<file path="src/rtl/resta_serial.sv">
// resta_serial: bit-serial subtractor, d = a - b - bin, one bit per cycle, LSB first.
// Start/done handshake; exports borrow, zero, negative and signed-overflow flags.
module resta_serial #(
    parameter int N = 8
) (
    input  logic         clk,
    input  logic         rst,
    input  logic         start,
    input  logic [N-1:0] a,
    input  logic [N-1:0] b,
    input  logic         bin,
    output logic         busy,
    output logic         done,
    output logic [N-1:0] d,
    output logic         bout,
    output logic         zero,
    output logic         neg,
    output logic         ovf
);

    localparam int CW = (N > 1) ? $clog2(N) : 1;

    typedef enum logic [1:0] {IDLE, RUN, DONE} state_t;

    state_t          state_q;
    logic [N-1:0]    a_q, b_q, res_q;
    logic [CW-1:0]   cnt_q;
    logic            br_q;
    logic            amsb_q, bmsb_q;   // operand sign bits; the shift registers get consumed
    logic            busy_q, done_q, bout_q, zero_q, neg_q, ovf_q;
    logic [N-1:0]    d_q;

    logic            a_i, b_i, diff;
    logic            br_d, last;
    logic [N-1:0]    a_d, b_d, res_d;

    // One full-subtractor step on the current LSBs; difference enters the result MSB
    always_comb begin
        a_i        = a_q[0];
        b_i        = b_q[0];
        diff       = a_i ^ b_i ^ br_q;
        br_d       = (~a_i & b_i) | (~(a_i ^ b_i) & br_q);
        a_d        = a_q >> 1;
        b_d        = b_q >> 1;
        res_d      = res_q >> 1;
        res_d[N-1] = diff;
        last       = (cnt_q == CW'(N - 1));
    end

    // Control FSM with registered handshake and result flags
    always_ff @(posedge clk) begin
        if (rst) begin
            state_q <= IDLE;
            a_q     <= '0;
            b_q     <= '0;
            res_q   <= '0;
            cnt_q   <= '0;
            br_q    <= 1'b0;
            amsb_q  <= 1'b0;
            bmsb_q  <= 1'b0;
            busy_q  <= 1'b0;
            done_q  <= 1'b0;
            d_q     <= '0;
            bout_q  <= 1'b0;
            zero_q  <= 1'b0;
            neg_q   <= 1'b0;
            ovf_q   <= 1'b0;
        end else begin
            done_q <= 1'b0;
            case (state_q)
                IDLE: begin
                    busy_q <= 1'b0;
                    if (start) begin
                        a_q     <= a;
                        b_q     <= b;
                        br_q    <= bin;
                        amsb_q  <= a[N-1];
                        bmsb_q  <= b[N-1];
                        res_q   <= '0;
                        cnt_q   <= '0;
                        busy_q  <= 1'b1;
                        state_q <= RUN;
                    end
                end
                RUN: begin
                    a_q   <= a_d;
                    b_q   <= b_d;
                    br_q  <= br_d;
                    res_q <= res_d;
                    cnt_q <= cnt_q + 1'b1;
                    if (last) begin
                        d_q     <= res_d;
                        bout_q  <= br_d;
                        zero_q  <= (res_d == '0);
                        neg_q   <= res_d[N-1];
                        ovf_q   <= (amsb_q != bmsb_q) && (res_d[N-1] != amsb_q);
                        done_q  <= 1'b1;
                        state_q <= DONE;
                    end
                end
                DONE: begin
                    busy_q  <= 1'b0;
                    state_q <= IDLE;
                end
                default: begin
                    busy_q  <= 1'b0;
                    state_q <= IDLE;
                end
            endcase
        end
    end

    assign busy = busy_q;
    assign done = done_q;
    assign d    = d_q;
    assign bout = bout_q;
    assign zero = zero_q;
    assign neg  = neg_q;
    assign ovf  = ovf_q;

endmodule

</file>
<file path="config.mk">
export PLATFORM = sky130hd
export DESIGN_NAME = resta_serial
export DESIGN_NICKNAME = d
export VERILOG_FILES = /design/src/rtl/resta_serial.sv
export SDC_FILE = /design/constraint.sdc
export NUM_CORES = 1
export LEC_CHECK = 0
export BUFFER_PORTS_ARGS = -buffer_cell sky130_fd_sc_hd__buf_2
export CAP_MARGIN = 0
export CORE_ASPECT_RATIO = 1.1
export CORE_UTILIZATION = 35
export DETAILED_ROUTE_END_ITERATION = 12
export GPL_TIMING_DRIVEN = 0
export REMOVE_ABC_BUFFERS = 1
export SYNTH_ARGS = -nofsm -noshare
export SYNTH_HDL_FRONTEND = slang
export SYNTH_SLANG_ARGS = --single-unit
</file>
<file path="constraint.sdc">
create_clock -name clk -period 2.8 [get_ports clk]
set_input_delay 0.42 -clock clk [delete_from_list [all_inputs] [get_ports clk]]
set_output_delay 0.42 -clock clk [all_outputs]
set_load 0.01 [all_outputs]
</file>
==> results.yml, run 1 <==
setup_path:
  critPathMaxFanout: 29
  crit_end: "a_q[0]$_SDFFE_PP0P_"
  worstSetupPathType: "register to register"
  rr_worst_depth: 3
  r2r_start: "state_q[1]$_SDFFE_PP0P_"
  setup.worst_path.end_class: "register"
  start_kind: "register"
  arrival_ns: 2.02
  cp_slowest_cell: "nand2b_1"
  r2r-end: "a_q[0]$_SDFFE_PP0P_"
  cp_cell_sequence: "nand2b_1 -> nor2_1 -> a211oi_1"
  cp.required_ns: 3.00
  ff2ff_setup_slack_ns: 0.99
  cpPeakStageDelay_ns: 0.83
  cp-startpoint: "state_q[1]$_SDFFE_PP0P_"
floorplan:
  io_pins: 34
  rows: 27
  start_util_pct: 36.52
  core_mm2: 0.005034
  die_h_um: 78.01
  dieArea_mm2: 0.005546
  die_x_um: 71.10
sta:
  slew_viol_final: 0
  skew_ns: 0.001673
  setup_violations: 0
  finalHoldViolCount: 0
  tns_ns: 0
  relSlewSlack_pct: 33.56
  fin_crit_sh_pct: 64.71
  period_needed_ns: 1.812
  tightest_slew_ns: 0.9966
  rsz0062_at_grt: "false"
  fmax_ghz: 0.5519
placement:
  portBuffers: 33
  gp_congestion: 0.6784
  dp.cells: 271
  placed_cell_area_mm2: 0.001982
  hpwl_um: 2229
synth:
  synthArstFlopShare_pct: 0
  syn_inst: 196
  synth_area_leaders: "dfxtp_1, mux2i_1, nor2_1"
  yosysSeqAreaShare_pct: 47.92
  avgSynthCellArea_um2: 9.378
  synth_edf_count: 0
  synthesis.area_mm2: 0.001838
  yosysUniqueCellTypes: 34
  synth-warning-count: 0
  synth_seq_cells: 44
  synth_flop_cell: "dfxtp_1"
  synth_area_leader_cell: "dfxtp_1"
  synth_top_area_share_pct: 47.92
detailed_routing:
  antenna_left: 0
  first_iter_violations: 76
  dr.pass1.iters: 6
  post_drt_via_cell_ratio: 5.032
  top_layer: "met4"
  wl_met3_um: 156
  drt_wl_total_um: 3419
  wl_met2_um: 1561
  vias: 1404
  met1Wirelength_um: 1643
  drc: 0
  wl_per_cell_um: 12.25
grt:
  grt_pass1_vias: 1376
  grt_util_all_layers_pct: 13.66
  grt-ovfl-total: 0
  grt_pass1_wl_um: 6023
  grt_max_degree: 46
  antenna_found_initial: 0
pwr:
  p_leak_nw: 0.8949
  p_comb_share_pct: 9.2
  peakVddDrop_v: 0.0003367
  clkPwrFrac_pct: 39.9
  p_sw_w: 0.0002962
  p_int_w: 0.001024
  seq_power_share_pct: 50.9
  switching_share_pct: 22.44
  powerDensity_mw_per_mm2: 626.1
  finalPower_w: 0.001320
clock_network:
  htree_levels: 2
  cts_tree: "done"
  cts_inserted_buffers: 5
  hold_buffers: 0
  clock_path_buffers: 2
  clkTransAtPathRegs_ns: 0.08
  cts_setup_buffers: 0
  clock_latency_ns: 0.29
  clockRootBuffer: "clkbuf_8"
  cts-resized-gates: 0
  cts_num_sinks: 44
layout:
  layout_common_cells: "dfxtp_1, buf_2, nor2_1"
  seqCellArea_um2: 880.8
  final_area_mm2: 0.002108
  fillCellCount: 504
  nets: 244
  area_delta_synth_final_pct: 14.70
  stdcell_count: 279
  multi_input_area_um2: 844.6
  drive_above_1_share_pct: 20.81
  n_antenna_cell: 0
  final_common_cell: "dfxtp_1"
min_path:
  worstHoldPathCells: 3
  hold_class: "input pin to register"
status:
  status: "completed"
job:
  maxCapViolCount: 0
==> synthesized netlist by cell type (2+ instances only) <==
| cell | n |
|---|---|
| dfxtp_1 | 44 |
| nor2_1 | 31 |
| mux2i_1 | 19 |
| nand2_1 | 19 |
| a211oi_1 | 15 |
| a21oi_1 | 12 |
| a22oi_1 | 8 |
| clkbuf_1 | 7 |
| buf_2 | 5 |
| inv_1 | 5 |
| and2b_2 | 2 |
| fa_1 | 2 |
| ha_1 | 2 |
| nand3b_1 | 2 |
| nor3_1 | 2 |
| nor4_1 | 2 |
| o22ai_1 | 2 |
==> state kept, by name, indices dropped and copies added, names as in the netlist, 2 cells and up <==
name and count:
state_q 2, b_q 8, d 7, res_q 7, a_q 8, cnt_q 3
==> stage by stage <==
step                hold slack, ns  setup slack, ns  util, %
floorplan                   0.4387            1.121        -
global placement            0.4397           0.9370    39.37
detailed placement          0.4435           0.9164    39.37
CTS                         0.3757           0.9704    41.88
global route                0.4027           0.7353    41.88
finish                      0.3813           0.9880    41.88
==> how the worst min path moves through the flow <==
stage / endpoint / start / slack (ns)
floorplan: d[0]$_SDFFE_PP0P_ / res_q[1]$_SDFFE_PP0P_ / 0.44
global placement: d[0]$_SDFFE_PP0P_ / d[0]$_SDFFE_PP0P_ / 0.44
detailed placement: d[3]$_SDFFE_PP0P_ / d[3]$_SDFFE_PP0P_ / 0.44
CTS: amsb_q$_SDFFE_PP0P_ / a[7] / 0.38
global route: amsb_q$_SDFFE_PP0P_ / a[7] / 0.40
finish: amsb_q$_SDFFE_PP0P_ / a[7] / 0.38
==> routing by layer <==
metal / up-vias / global-route usage (%)
li1: 728 / -
met1: 641 / 16.56
met2: 30 / 22.12
met3: 5 / 3.896
met4: 0 / 6.600
met5: - / 0
==> cells by family (layout without fill, tap and decap cells) <==
| family | Yosys count | count (layout) | synth area share, % |
|---|---|---|---|
| mux | 19 | 19 | 10.35 |
| compound gates | 42 | 42 | 15.79 |
| flops | 44 | 44 | 47.92 |
| simple gates | 66 | 66 | 16.27 |
| fa+ha+maj | 4 | 4 | 3.540 |
| buf+inv | 21 | 46 | 6.127 |
==> critical path, delay by kind of cell, from the launching register on <==
kind,cells,cell delay (ns)
flops,1,0.56
simple gates,2,0.91
compound gates,1,0.25
==> power groups by stage <==
stage               clock [W]  combinational [W]  sequential, W
detailed placement          0           0.000124       0.000687
finish               0.000526           0.000121       0.000672
CTS                  0.000541           0.000124       0.000673
global placement            0           0.000122       0.000686
floorplan                   0          0.0000813       0.000682
global route         0.000566           0.000141       0.000677
==> area by class of cell <==
type	instances	area share, %
multi-input combinational	131	40.06
clock buffer	7	4.570
inverter	5	0.8902
tap	58	3.442
timing repair buffer	33	7.834
clock inverter	1	1.424
sequential	44	41.78
(Power assumes the default switching activity.)
==> run 2: changes to the inputs <==
Clock period 2.8 ns to 1.55 ns, I/O delays scaled along.
==> run 2 against run 1 <==
Against the previous run: design area is 3.3% higher; sequential share of layout area is 1.1 points lower; clock skew hardly changed; global-route usage is 0.36 points higher; non-clock buffer count is 4 higher; maximum frequency is 18% higher; routed wire length is 2.7% higher; sequential power is 82% higher; critical path type unchanged.
==> results.yml, run 2 (synthesis gave the netlist of run 1 again) <==
sta:
  setup_violations: 0
  tightest_slew_ns: 0.8042
  slew_viol_final: 0
  period_needed_ns: 1.537
  skew_ns: 0.001360
  rsz0062_at_grt: "true"
  tns_ns: 0
  finalHoldViolCount: 0
  fmax_ghz: 0.6505
  relSlewSlack_pct: 46.39
  fin_crit_sh_pct: 99.19
  worst_slack_ns: 0.01260
  holdWs_ns: 0.1974
grt:
  grt-ovfl-total: 0
  antenna_found_initial: 0
  grt_pass1_wl_um: 6182
  grt_max_degree: 46
  grt_pass1_vias: 1397
  grt_util_all_layers_pct: 14.02
detailed_routing:
  wl_per_cell_um: 12.41
  post_drt_via_cell_ratio: 5.078
  first_iter_violations: 75
  antenna_left: 0
  drc: 0
  vias: 1437
  drt_wl_total_um: 3511
  dr.pass1.iters: 6
layout:
  reg.largest.list: "a_q: 8 flops, b_q: 8 flops"
  layout_common_cells: "dfxtp_1, buf_2, nor2_1"
  area_delta_synth_final_pct: 18.45
  post-route-util_pct: 43.25
  nets: 248
  final_common_cell: "dfxtp_1"
  n_antenna_cell: 0
  drive_above_1_share_pct: 27.56
clock_network:
  clock_latency_ns: 0.29
  clkTransAtPathRegs_ns: 0.08
  hold_buffers: 0
  clock_path_buffers: 2
  clockRootBuffer: "clkbuf_8"
  cts_tree: "done"
  htree_levels: 2
  cts_inserted_buffers: 5
  cts_num_sinks: 44
status:
  status: "completed"
setup_path:
  start_kind: "register"
  cp.required_ns: 1.76
  worstSetupPathType: "register to register"
  arrival_ns: 1.74
  critPathMaxFanout: 2
  setup.worst_path.end_class: "register"
pwr:
  powerDensity_mw_per_mm2: 1110
  peakVddDrop_v: 0.0006204
  p_leak_nw: 0.9239
floorplan:
  dieArea_mm2: 0.005546
  io_pins: 34
  die_h_um: 78.01
  core_mm2: 0.005034
  die_x_um: 71.10
  start_util_pct: 36.52
  rows: 27
placement:
  dp_slack_ns: -0.2748
  gp_congestion: 0.6784
  portBuffers: 33
  hpwl_um: 2229
min_path:
  hold_class: "input pin to register"
job:
  maxCapViolCount: 0
run 2: path summary, 6_finish.rpt:
| check | startpoint | end | slack (ns) | depth (start not counted) |
|---|---|---|---|---|
| max | a_q[0]$_SDFFE_PP0P_ | ovf$_SDFFE_PP0P_ | 0.01 | 4 |
| min | a[7] | amsb_q$_SDFFE_PP0P_ | 0.20 | 3 |
| max reg2reg | a_q[0]$_SDFFE_PP0P_ | ovf$_SDFFE_PP0P_ | 0.01 | 4 |
| min reg2reg | d[3]$_SDFFE_PP0P_ | d[3]$_SDFFE_PP0P_ | 0.45 | 2 |
run 2: critical path, stage by stage, from the launching register on:
cell and delay [ns]:
dfxtp_2 0.34, inv_2 0.04, fa_1 0.46, or3b_4 0.39
a311oi_2 0.23
run 2: cell type report:
type | instances | area (um^2)
timing repair buffer | 37 | 195.2
clock inverter | 1 | 30.03
multi-input combinational | 131 | 878.3
clock buffer | 7 | 96.34
fill | 501 | 2856
sequential | 44 | 885.9
tap | 58 | 72.57
inverter | 5 | 18.77
run 2: timing repair:
item / in CTS / in global routing
endpoints found under the setup margin: 21 / 27
buffers inserted: 3 / 1
resized for setup: 8 / 8
cloned: 0 / 0
pin swaps: 2 / 0
run 2: layer usage:
metal	vias to the layer above	global-route usage (%)	share of wire, %
li1	733	-	-
met1	670	17.04	47
met2	29	22.79	47
met3	5	3.896	4.4
met4	0	6.600	1.6
met5	-	0	0
run 2: per-stage QoR:
| stage | total power, W | instance area (um^2) | cells |
|---|---|---|---|
| 6_report | 0.002416 | 2177 | 283 |
| 5_1_grt | 0.002535 | 2177 | 283 |
| 4_1_cts | 0.002436 | 2145 | 282 |
| 3_5_place_dp | 0.001465 | 1982 | 271 |
| 3_3_place_gp | 0.001459 | 1982 | 271 |
| 2_1_floorplan | 0.001379 | 1744 | 180 |
run 2: power by group:
| group | switching (W) | leakage, nW | internal, W |
|---|---|---|---|
| sequential | 0.0000369 | 0.361 | 0.00118 |
| clock | 0.000384 | 0.0645 | 0.000569 |
| combinational | 0.000125 | 0.498 | 0.000121 |
==> run 3: changes to the inputs <==
Settings changed: CTS_BUF_LIST set to sky130_fd_sc_hd__clkbuf_4.
==> run 3 against run 2 <==
Against the previous run: critical path depth fell by 1; highest routed layer unchanged; clock power down 28%; largest cell class unchanged; die area stayed put; design area is 2.2% lower; global-route usage hardly changed; flip-flop and latch count unchanged; utilization is 0.94 points lower.
==> results.yml, run 3 (synthesis gave the netlist of run 1 again) <==
status:
  status: "completed"
clock_network:
  cts_num_sinks: 44
  clockRootBuffer: "clkbuf_4"
  hold_buffers: 0
  cts_tree: "done"
  cts_inserted_buffers: 5
  htree_levels: 2
  clkTransAtPathRegs_ns: 0.13
  clock_latency_ns: 0.35
  clock_path_buffers: 2
layout:
  stdcell_count: 283
  nets: 248
  reg.largest.list: "a_q: 8 flops, b_q: 8 flops"
  final_common_cell: "dfxtp_1"
  final_area_mm2: 0.002130
  fillCellCount: 509
  seqCellArea_um2: 885.9
  layout_common_cells: "dfxtp_1, buf_2, nor2_1"
  drive_above_1_share_pct: 26.67
  multi_input_area_um2: 878.3
  area_delta_synth_final_pct: 15.86
  n_antenna_cell: 0
pwr:
  powerDensity_mw_per_mm2: 1013
  p_sw_w: 0.0005223
  p_leak_nw: 0.9007
  p_comb_share_pct: 11.6
  clkPwrFrac_pct: 31.9
  peakVddDrop_v: 0.0005019
  switching_share_pct: 24.22
  seq_power_share_pct: 56.5
  p_int_w: 0.001634
setup_path:
  start_kind: "register"
  critPathMaxFanout: 2
  worstSetupPathType: "register to register"
  ff2ff_setup_slack_ns: 0.003
  r2r_start: "br_q$_SDFFE_PP0P_"
  r2r-end: "ovf$_SDFFE_PP0P_"
  rr_worst_depth: 3
  cp.required_ns: 1.82
  arrival_ns: 1.82
  setup.worst_path.end_class: "register"
floorplan:
  rows: 27
  start_util_pct: 36.52
  io_pins: 34
  die_h_um: 78.01
  core_mm2: 0.005034
  die_x_um: 71.10
  dieArea_mm2: 0.005546
detailed_routing:
  vias: 1436
  drt_wl_total_um: 3493
  first_iter_violations: 81
  wl_per_cell_um: 12.34
  antenna_left: 0
  dr.pass1.iters: 6
  drc: 0
  post_drt_via_cell_ratio: 5.074
sta:
  holdWs_ns: 0.1362
  setup_violations: 0
  rsz0062_at_grt: "true"
  period_needed_ns: 1.547
  relSlewSlack_pct: 45.77
  fin_crit_sh_pct: 99.80
  slew_viol_final: 0
  fmax_ghz: 0.6465
  tightest_slew_ns: 0.8135
  finalHoldViolCount: 0
  skew_ns: 0.007276
min_path:
  holdPathEnd: "amsb_q$_SDFFE_PP0P_"
  hold_class: "input pin to register"
  worstHoldPathCells: 3
  hp-start: "a[7]"
grt:
  grt_max_degree: 46
  antenna_found_initial: 0
  grt_util_all_layers_pct: 14.05
  grt_pass1_wl_um: 6258
  grt_pass1_vias: 1417
  grt-ovfl-total: 0
placement:
  hpwl_um: 2229
  placed_cell_area_mm2: 0.001982
  gp_congestion: 0.6784
  portBuffers: 33
  dp.cells: 271
job:
  maxCapViolCount: 0
[run 3: changes by cell type in the layout (fill, tap and decap cells not counted), sizes merged]
cell | before | now
clkbuf | 7 | 5
clkinv | 0 | 2
[run 3: stage by stage]
step,utilization (%),setup WS [ns],total power [W],TNS (ns)
2_1_floorplan,-,-0.1286,0.001379,-0.1286
3_3_place_gp,39.37,-0.2388,0.001459,-3.670
3_5_place_dp,39.37,-0.2748,0.001465,-4.204
4_1_cts,41.71,-0.002786,0.002178,-0.002786
5_1_grt,42.31,-0.06077,0.002275,-0.06077
6_report,42.31,0.003092,0.002156,0
[run 3: layout make-up]
| type | instances | share of cell area (%) |
|---|---|---|
| flip-flops and latches | 44 | 41.60 |
| well taps | 58 | 3.408 |
| clock buffers | 5 | 1.763 |
| repair buffers | 37 | 9.342 |
| inverters | 5 | 0.8813 |
| clock inverters | 3 | 1.763 |
| multi-input cells | 131 | 41.25 |
[run 3: layer usage]
metal | part of all wire, % | track usage, % | vias to the layer above
met4 | 1.8 | 6.000 | 0
met5 | 0 | 0 | -
met2 | 46 | 23.46 | 31
met1 | 48 | 16.80 | 655
li1 | - | - | 742
met3 | 4.5 | 3.896 | 8
[run 3: worst max path at each step]
stage	startpoint	to	cells after the start
finish	br_q$_SDFFE_PP0P_	ovf$_SDFFE_PP0P_	3
global placement	state_q[1]$_SDFFE_PP0P_	a_q[5]$_SDFFE_PP0P_	3
detailed placement	state_q[1]$_SDFFE_PP0P_	b_q[4]$_SDFFE_PP0P_	3
floorplan	a_q[0]$_SDFFE_PP0P_	ovf$_SDFFE_PP0P_	4
global route	a_q[0]$_SDFFE_PP0P_	ovf$_SDFFE_PP0P_	4
CTS	a_q[0]$_SDFFE_PP0P_	ovf$_SDFFE_PP0P_	4
[run 3: timing repair]
action	4_1_cts	5_1_grt
endpoints found under the setup margin	22	27
pin swaps	2	1
gates resized for setup	10	7
buffers inserted	3	1
[run 3: critical path, cell delays in order, from the launching register on]
cell	delay, ns
dfxtp_2	0.36
fa_1	0.50
or3b_4	0.39
a311oi_2	0.23
[run 3: power by group through the flow]
stage / registers, W / logic (W) / clock network [W]
after global placement: 0.00124 / 0.000220 / 0
after global routing: 0.00123 / 0.000288 / 0.000760
after floorplan: 0.00123 / 0.000147 / 0
after detailed placement: 0.00124 / 0.000224 / 0
final: 0.00122 / 0.000250 / 0.000688
after CTS: 0.00122 / 0.000247 / 0.000713
